**src/rtl/simplez_pkg.sv**
```systemverilog
// Shared Simplez memory-port constants and loader FSM state encoding.
// Latency: n/a (declarations only).
// Backpressure: n/a.
// The state codes live here so a future port arbiter can decode busy states
// without reaching into the loader.
package simplez_pkg;

    localparam int AW       = 9;
    localparam int DW       = 12;
    localparam int MEM_SIZE = 512;

    localparam int SW = 4;

    localparam logic [SW-1:0] ST_IDLE    = 4'd0;
    localparam logic [SW-1:0] ST_LD_LO   = 4'd1;
    localparam logic [SW-1:0] ST_LD_HI   = 4'd2;
    localparam logic [SW-1:0] ST_LD_WR   = 4'd3;
    localparam logic [SW-1:0] ST_DP_RD   = 4'd4;
    localparam logic [SW-1:0] ST_DP_WAIT = 4'd5;
    localparam logic [SW-1:0] ST_DP_LO   = 4'd6;
    localparam logic [SW-1:0] ST_DP_HI   = 4'd7;
    localparam logic [SW-1:0] ST_FIN     = 4'd8;

    // True for every state in which the loader owns the memory port.
    function automatic logic state_is_busy(input logic [SW-1:0] st);
        return st != ST_IDLE;
    endfunction

    // Load-side states: the only states in which rx bytes are consumed.
    function automatic logic state_is_load(input logic [SW-1:0] st);
        return (st == ST_LD_LO) || (st == ST_LD_HI) || (st == ST_LD_WR);
    endfunction

endpackage

```
**src/rtl/mem_loader_if.sv**
```systemverilog
// Bundle of the loader's byte streams (uart rx/tx) and Simplez memory port.
// Latency: n/a (wires only).
// Backpressure: tx side is valid/ready; rx side is a strobe with no backpressure.
// Ports (master = loader view):
//   rx_data/rx_valid  in   received byte + one-cycle strobe
//   tx_data/tx_valid  out  byte to transmit, held until tx_ready
//   tx_ready          in   transmitter accepts the byte this cycle
//   mem_addr/mem_wr/mem_din  out  memory address, write enable, write data
//   mem_dout          in   memory read data (registered by memory on negedge)
interface mem_loader_if;
    import simplez_pkg::*;

    logic [7:0]    rx_data;
    logic          rx_valid;
    logic [7:0]    tx_data;
    logic          tx_valid;
    logic          tx_ready;
    logic [AW-1:0] mem_addr;
    logic          mem_wr;
    logic [DW-1:0] mem_din;
    logic [DW-1:0] mem_dout;

    modport master (
        input  rx_data, rx_valid, tx_ready, mem_dout,
        output tx_data, tx_valid, mem_addr, mem_wr, mem_din
    );

    modport slave (
        output rx_data, rx_valid, tx_ready, mem_dout,
        input  tx_data, tx_valid, mem_addr, mem_wr, mem_din
    );

endinterface

```
**src/rtl/mem_loader.sv**
```systemverilog
// Loads Simplez memory from a uart byte stream, or dumps it as byte pairs.
// Latency: one write per two rx bytes; dump takes 2 cycles read + 2 tx handshakes per word.
// Backpressure: tx_valid/tx_data held until tx_ready; rx has none (bytes outside load states dropped).
// Ports: clk, rstn (sync active-low), load/dump start requests (sampled in IDLE only),
//        bus (mem_loader_if.master: rx/tx streams and memory port), busy, done (1-cycle pulse).
module mem_loader
    import simplez_pkg::*;
#(
    parameter int NWORDS = 512
) (
    input  logic clk,
    input  logic rstn,
    input  logic load,
    input  logic dump,
    mem_loader_if.master bus,
    output logic busy,
    output logic done
);

    localparam logic [AW-1:0] LAST_ADDR = AW'(NWORDS - 1);

    logic [SW-1:0] state;
    logic [DW-1:0] word;
    logic          last_word;

    assign last_word = (bus.mem_addr == LAST_ADDR);

    always_ff @(posedge clk) begin
        if (!rstn) begin
            state        <= ST_IDLE;
            word         <= '0;
            bus.mem_addr <= '0;
            bus.mem_wr   <= 1'b0;
            bus.mem_din  <= '0;
            bus.tx_data  <= '0;
            bus.tx_valid <= 1'b0;
            busy         <= 1'b0;
            done         <= 1'b0;
        end else begin
            // Single-cycle strobes default low; states below raise them.
            bus.mem_wr <= 1'b0;
            done       <= 1'b0;

            case (state)
                ST_IDLE: begin
                    bus.mem_addr <= '0;
                    if (load) begin
                        state <= ST_LD_LO;
                        busy  <= 1'b1;
                    end else if (dump) begin
                        state <= ST_DP_RD;
                        busy  <= 1'b1;
                    end
                end

                ST_LD_LO: begin
                    if (bus.rx_valid) begin
                        word[7:0] <= bus.rx_data;
                        state     <= ST_LD_HI;
                    end
                end

                ST_LD_HI: begin
                    // Only the low nibble of the second byte is meaningful.
                    if (bus.rx_valid) begin
                        word[11:8]  <= bus.rx_data[3:0];
                        bus.mem_din <= {bus.rx_data[3:0], word[7:0]};
                        bus.mem_wr  <= 1'b1;
                        state       <= ST_LD_WR;
                    end
                end

                ST_LD_WR: begin
                    // The write happens this cycle. A byte arriving now is the
                    // next low byte, unless this was the final word.
                    if (last_word) begin
                        bus.mem_addr <= '0;
                        done         <= 1'b1;
                        state        <= ST_FIN;
                    end else begin
                        bus.mem_addr <= bus.mem_addr + AW'(1);
                        if (bus.rx_valid) begin
                            word[7:0] <= bus.rx_data;
                            state     <= ST_LD_HI;
                        end else begin
                            state <= ST_LD_LO;
                        end
                    end
                end

                ST_DP_RD: begin
                    // Address is presented this cycle; memory registers it on negedge.
                    state <= ST_DP_WAIT;
                end

                ST_DP_WAIT: begin
                    word         <= bus.mem_dout;
                    bus.tx_data  <= bus.mem_dout[7:0];
                    bus.tx_valid <= 1'b1;
                    state        <= ST_DP_LO;
                end

                ST_DP_LO: begin
                    // Low byte accepted: swap straight to the high byte, valid stays up.
                    if (bus.tx_ready) begin
                        bus.tx_data <= {4'b0000, word[11:8]};
                        state       <= ST_DP_HI;
                    end
                end

                ST_DP_HI: begin
                    if (bus.tx_ready) begin
                        bus.tx_valid <= 1'b0;
                        if (last_word) begin
                            bus.mem_addr <= '0;
                            done         <= 1'b1;
                            state        <= ST_FIN;
                        end else begin
                            bus.mem_addr <= bus.mem_addr + AW'(1);
                            state        <= ST_DP_RD;
                        end
                    end
                end

                ST_FIN: begin
                    busy  <= 1'b0;
                    state <= ST_IDLE;
                end

                default: begin
                    // Unreachable encodings recover to a quiet IDLE.
                    bus.mem_addr <= '0;
                    bus.tx_valid <= 1'b0;
                    busy         <= 1'b0;
                    state        <= ST_IDLE;
                end
            endcase
        end
    end

endmodule

```
**src/flat_wrapper.sv**
```systemverilog
// flat-port wrapper written by rule: the top's interface ports become plain ports
module mem_loader_flat import simplez_pkg::*;
#(
    parameter int NWORDS = 512
)
  (clk, rstn, load, dump, busy, done, bus_rx_data, bus_rx_valid, bus_tx_ready, bus_mem_dout, bus_tx_data, bus_tx_valid, bus_mem_addr, bus_mem_wr, bus_mem_din);
  mem_loader_if bus_i ();
  input  logic clk;
  input  logic rstn;
  input  logic load;
  input  logic dump;
  output logic busy;
  output logic done;
  input wire logic [$bits(bus_i.rx_data)-1:0] bus_rx_data;
  input wire logic [$bits(bus_i.rx_valid)-1:0] bus_rx_valid;
  input wire logic [$bits(bus_i.tx_ready)-1:0] bus_tx_ready;
  input wire logic [$bits(bus_i.mem_dout)-1:0] bus_mem_dout;
  output wire logic [$bits(bus_i.tx_data)-1:0] bus_tx_data;
  output wire logic [$bits(bus_i.tx_valid)-1:0] bus_tx_valid;
  output wire logic [$bits(bus_i.mem_addr)-1:0] bus_mem_addr;
  output wire logic [$bits(bus_i.mem_wr)-1:0] bus_mem_wr;
  output wire logic [$bits(bus_i.mem_din)-1:0] bus_mem_din;
  assign bus_i.rx_data = bus_rx_data;
  assign bus_i.rx_valid = bus_rx_valid;
  assign bus_i.tx_ready = bus_tx_ready;
  assign bus_i.mem_dout = bus_mem_dout;
  assign bus_tx_data = bus_i.tx_data;
  assign bus_tx_valid = bus_i.tx_valid;
  assign bus_mem_addr = bus_i.mem_addr;
  assign bus_mem_wr = bus_i.mem_wr;
  assign bus_mem_din = bus_i.mem_din;
  mem_loader #(.NWORDS(NWORDS)) u_core (.clk(clk), .rstn(rstn), .load(load), .dump(dump), .bus(bus_i), .busy(busy), .done(done));
endmodule
```
**config.mk**
```make
export PLATFORM = sky130hd
export DESIGN_NAME = mem_loader_flat
export DESIGN_NICKNAME = d
export VERILOG_FILES = /design/src/rtl/simplez_pkg.sv /design/src/rtl/mem_loader_if.sv /design/src/rtl/mem_loader.sv /design/src/flat_wrapper.sv
export SDC_FILE = /design/constraint.sdc
export NUM_CORES = 1
export LEC_CHECK = 0
export BUFFER_PORTS_ARGS = -buffer_cell sky130_fd_sc_hd__buf_2
export CELL_PAD_IN_SITES_DETAIL_PLACEMENT = 1
export CELL_PAD_IN_SITES_GLOBAL_PLACEMENT = 1
export CORE_ASPECT_RATIO = 0.9
export CORE_MARGIN = 2
export CORE_UTILIZATION = 32
export DETAILED_ROUTE_END_ITERATION = 8
export PLACE_DENSITY_LB_ADDON = 0.1
export SLEW_MARGIN = 20
export SYNTH_ARGS = -nofsm -noshare
export SYNTH_HDL_FRONTEND = slang
export SYNTH_SLANG_ARGS = --single-unit
```
**constraint.sdc**
```tcl
create_clock -name clk -period 4.15 [get_ports clk]
set_clock_uncertainty 0.05 [all_clocks]
set_input_delay 0.2075 -clock clk [delete_from_list [all_inputs] [get_ports clk]]
set_output_delay 0.2075 -clock clk [all_outputs]
set_load 0.01 [all_outputs]
```
Word-level counts from Yosys, hierarchy flattened
Cells that the tools add are included.
Widths: inputs -> output; s select.
{ "totals": {"register_bits": 49, "input_bits": 26, "word_cells": 74} }
{ "classes": {"addsub": 1, "n_eq_ne": 15, "muxes": 29, "bitwise_logic": 3, "n_reduce_logical": 16} }
{ "op_table": {"columns": ["operator", "n"], "rows": [
  ["$mux 4", 9],
  ["$pmux 4 s8", 1],
  ["$pmux 9 s3", 1],
  ["$mux 8", 3],
  ["$pmux 8 s3", 1],
  ["$mux 9", 2],
  ["$eq 4x3->1 const B", 4],
  ["$pmux 8 s2", 1],
  ["$reduce_and 2->1", 8],
  ["$reduce_or 7->1", 2],
  ["$ne 2x2->1 const B", 5],
  ["$add 9x1->9 const B", 1],
  ["$eq 9x9->1 const B", 1],
  ["$eq 4x2->1 const B", 2],
  ["$pmux 4 s2", 1],
  ["$mux 1", 6],
  ["$reduce_or 6->1", 1],
  ["$reduce_and 5->1", 1],
  ["$eq 4x1->1 const B", 1],
  ["$eq 4x4->1 const B", 1],
  ["$logic_not 4->1", 1],
  ["$pmux 1 s2", 2],
  ["$reduce_bool 2->1", 2],
  ["$ne 3x3->1 const B", 1],
  ["4 further kinds", 6]
]} }

Depth between registers and ports, before layout
{ "depth": {"word_depth": 4, "depth_mapped": 9} }

Worst setup path before layout
Ideal clock, no wire load.
{ "synth_timing": {"kind": "register -> register", "start": "register u_core.bus.mem_addr[0]", "end": "register u_core.bus.mem_addr[4]", "setup_time_ns": 0.096, "arrival_time_ns": 2.060, "setup_slack_ns": 1.944, "path_stages_with_launch": 8, "path_buffers": 1, "period_less_slack_ns": 2.206, "path_cell_list": "dfxtp_1 > ha_1 > and4_1 > ha_1 > nand4bb_1 > or3_1 > buf_2 > o41ai_2"} }
{ "synth_via": {"elab_chain_len": 4, "word_cells_on_any_way": 5, "classes_between": "1 x add/sub; 1 x eq/ne; 3 x mux"} }
{ "synth_rtl": {"columns": ["element", "line_no", "source"], "rows": [
  ["from (decl)", "mem_loader_if.sv:25", "output tx_data, tx_valid, mem_addr, mem_wr, mem_din"],
  ["from (signal assigned)", "mem_loader.sv:81", "bus.mem_addr <= bus.mem_addr + AW'(1);"],
  ["from (signal assigned)", "mem_loader.sv:119", "bus.mem_addr <= bus.mem_addr + AW'(1);"],
  ["$add 9x1->9 or $eq 9x9->1 (tied branches)", "mem_loader.sv:81, mem_loader.sv:119, mem_loader.sv:26", null],
  ["$mux 9 (*)", "mem_loader.sv:76, mem_loader.sv:114", null],
  ["$mux 9", "mem_loader.sv:112", "if (bus.tx_ready) begin"],
  ["$pmux 9 s3 (*)", "mem_loader.sv:44", "case (state)"]
]} }
Every way passes the cells marked *; elsewhere a longest branch is shown, timed or not. The select of a mux whose other input is x is not followed.
A chain may end at the register's enable or synchronous reset.

Worst setup path in the final report
Ends and elaborated chain as after synthesis.

==> impl_metrics.ini <==
[status]
status = completed

[synthesis]
synth_warnings = 0
ys_seq_area_frac = 0.427
avgSynthCellArea_um2 = 8.70
synth_ff_type = dfxtp_1
async_reset_ff_frac = 0
syn_inst = 264
netlist_area_mm2 = 0.00230
ys_types = 48
synth_nets = 293
synth_edf_count = 0
synth-seq-cells = 49

[timing]
hold_violations = 0
tns_ns = 0
tightest_slew_ns = 1.10
maxSlewViolCount = 0
setup_violations = 0
hold-worst-slack_ns = 0.110
slew_headroom = 0.268
fin_crit_ns = 2.41
grt_setup_unrepaired = no
period_share = 0.580
fmax_mhz = 415

[worst_setup_path]
cp_slowest_cell = or3_1
cp-start-kind = register
slowest_delay_ns = 0.56
critical_path.max_fanout = 7
critPathCaptureType = register
crit_chain = ha_1, and4_1, ha_1, nand4bb_1, or3_1, o41ai_2
arrival_ns = 2.56
crit_type = register to register
cpMostUsedCell = ha_1
crit_buf_inv = 0
crit_family = simple AND/OR/NAND/NOR gates
required_ns = 4.30

[floorplanning]
initial_utilization = 0.328
die-area_mm2 = 0.00787
coreArea_mm2 = 0.00700
num_rows = 29
ios = 59
die_w_um = 93.3
fp.dieH_um = 84.4

[finish]
utilization = 0.391
antenna_cells = 0
fillers = 855
multi_input_area_mm2 = 0.00121
final_cell_mix = buf_2, dfxtp_1, nor2_1
area_delta_synth_final_pct = 19.3
register_area_um2 = 981
drive_gt1_frac = 0.232
nets = 339
final_common_cell = buf_2
instances_no_fill = 404

[grt]
grt_use_total = 0.164
grt_antenna_before_repair = 0
grt_max_degree = 33
grt_pass1_wl_um = 10500
gr-total-overflow = 0
grt_pass1_vias = 2104

[clocking]
cts_tree = yes
hold_buffers = 0
post-cts-setup-buffers = 0
h-tree-depth = 2
root_buffer = clkbuf_8
clock-sinks = 49
clk_latency_ns = 0.30
cts_buffers = 5
cts_buffer_depth = 2
cts_resized = 0
clk_pin_slew_ns = 0.09

[route]
drt_pass1_iterations = 4
ant_nets = 0
vias = 2104
wl_per_cell_um = 15.5
first_iter_violations = 58
drt-vias-per-instance = 5.21
drt_wl_total_um = 6280
drc = 0

[power]
p_leak_nw = 1.20
power_density_mw_per_mm2 = 439
ir_worst_vdd_v = 0.000167
finalPower_mw = 1.20

[placement]
place_inst = 396
io_buffers = 58
hpwlAfterDp_um = 4330
place.gp.congestion = 0.779

[worst_hold_path]
hp-class = input port to register

[run]
maxCapViolCount = 0
[Yosys cell counts (2+ instances only)]
cell | count | share of area
nand2b_1 | 8 | 0.022
o21ai_1 | 3 | 0.0065
nor2_1 | 34 | 0.056
a31oi_1 | 4 | 0.011
and4_1 | 2 | 0.0076
o21ai_0 | 15 | 0.033
nand4b_1 | 2 | 0.0076
ha_1 | 3 | 0.016
and2_1 | 2 | 0.0054
dfxtp_1 | 49 | 0.43
nand3b_1 | 3 | 0.0098
clkbuf_1 | 8 | 0.013
a211oi_1 | 10 | 0.033
buf_2 | 9 | 0.020
nor4b_1 | 2 | 0.0076
or3_1 | 5 | 0.014
buf_4 | 2 | 0.0065
a311oi_1 | 4 | 0.015
a21oi_1 | 19 | 0.041
mux2i_1 | 20 | 0.087
nor4bb_1 | 2 | 0.0087
nand2_1 | 26 | 0.043
nand3_1 | 3 | 0.0065
o311ai_0 | 4 | 0.015
nor3_1 | 2 | 0.0044
[layer usage]
metal	routed length, um	part of all wire	global-route usage	up-vias
li1	-	-	-	1054
met1	3150	0.50	0.225	1013
met2	2850	0.45	0.272	33
met3	238	0.038	0.0305	4
met4	40	0.0064	0.0321	0
met5	0	0	0	-
[worst paths after layout]
kind	startpoint	end	slack (ns)	cells past startpoint
worst max-delay path	u_core.bus.mem_addr[0]	u_core.bus.mem_addr[4]	1.74	6
worst min-delay path	bus_rx_data[7]	u_core.word[7]	0.11	3
worst max register to register	u_core.bus.mem_addr[0]	u_core.bus.mem_addr[4]	1.74	6
worst min register to register	u_core.bus.tx_data[6]	u_core.bus.tx_data[6]	0.41	2
[state kept, by name, summed over array words and instances (netlist names)]
register	cells
u_core.word	12
u_core.bus.mem_din	12
u_core.busy	1
u_core.done	1
u_core.bus.mem_wr	1
u_core.bus.mem_addr	9
u_core.state	4
u_core.bus.tx_data	8
u_core.bus.tx_valid	1
[logic make-up after synthesis]
logic type | count (synthesis) | synth area share
AOI/OAI and AO/OA | 70 | 0.201
adders and majority gates | 3 | 0.0164
buffers and inverters | 22 | 0.0474
DFF | 49 | 0.427
muxes | 20 | 0.0872
and+or+nand+nor | 100 | 0.221
[stage by stage]
step,worst slack [ns],area (um^2)
floorplan,1.94,2300
global placement,1.81,2620
detailed placement,1.73,2620
CTS,1.71,2740
global route,1.53,2740
finish,1.74,2740
[layout make-up]
type,instances,share of cell area
Multi-Input combinational cell,193,0.443
Clock buffer,6,0.0302
Sequential cell,49,0.358
Tap cell,93,0.0425
Inverter,1,0.00137
Timing Repair Buffer,60,0.111
Clock inverter,2,0.0137
[tightest hold or removal path, cell delays in order]
cell and delay [ns]:
buf_2 0.09, nand2_1 0.05, a31oi_1 0.07
[where the power goes]
group / total, mW / internal [mW] / switching, mW / leakage, nW
clock network: 0.364 / 0.196 / 0.168 / 0.0574
registers: 0.569 / 0.515 / 0.0533 / 0.398
logic: 0.270 / 0.109 / 0.161 / 0.746
total: 1.20 / 0.821 / 0.382 / 1.20
(Power assumes the default switching activity.)
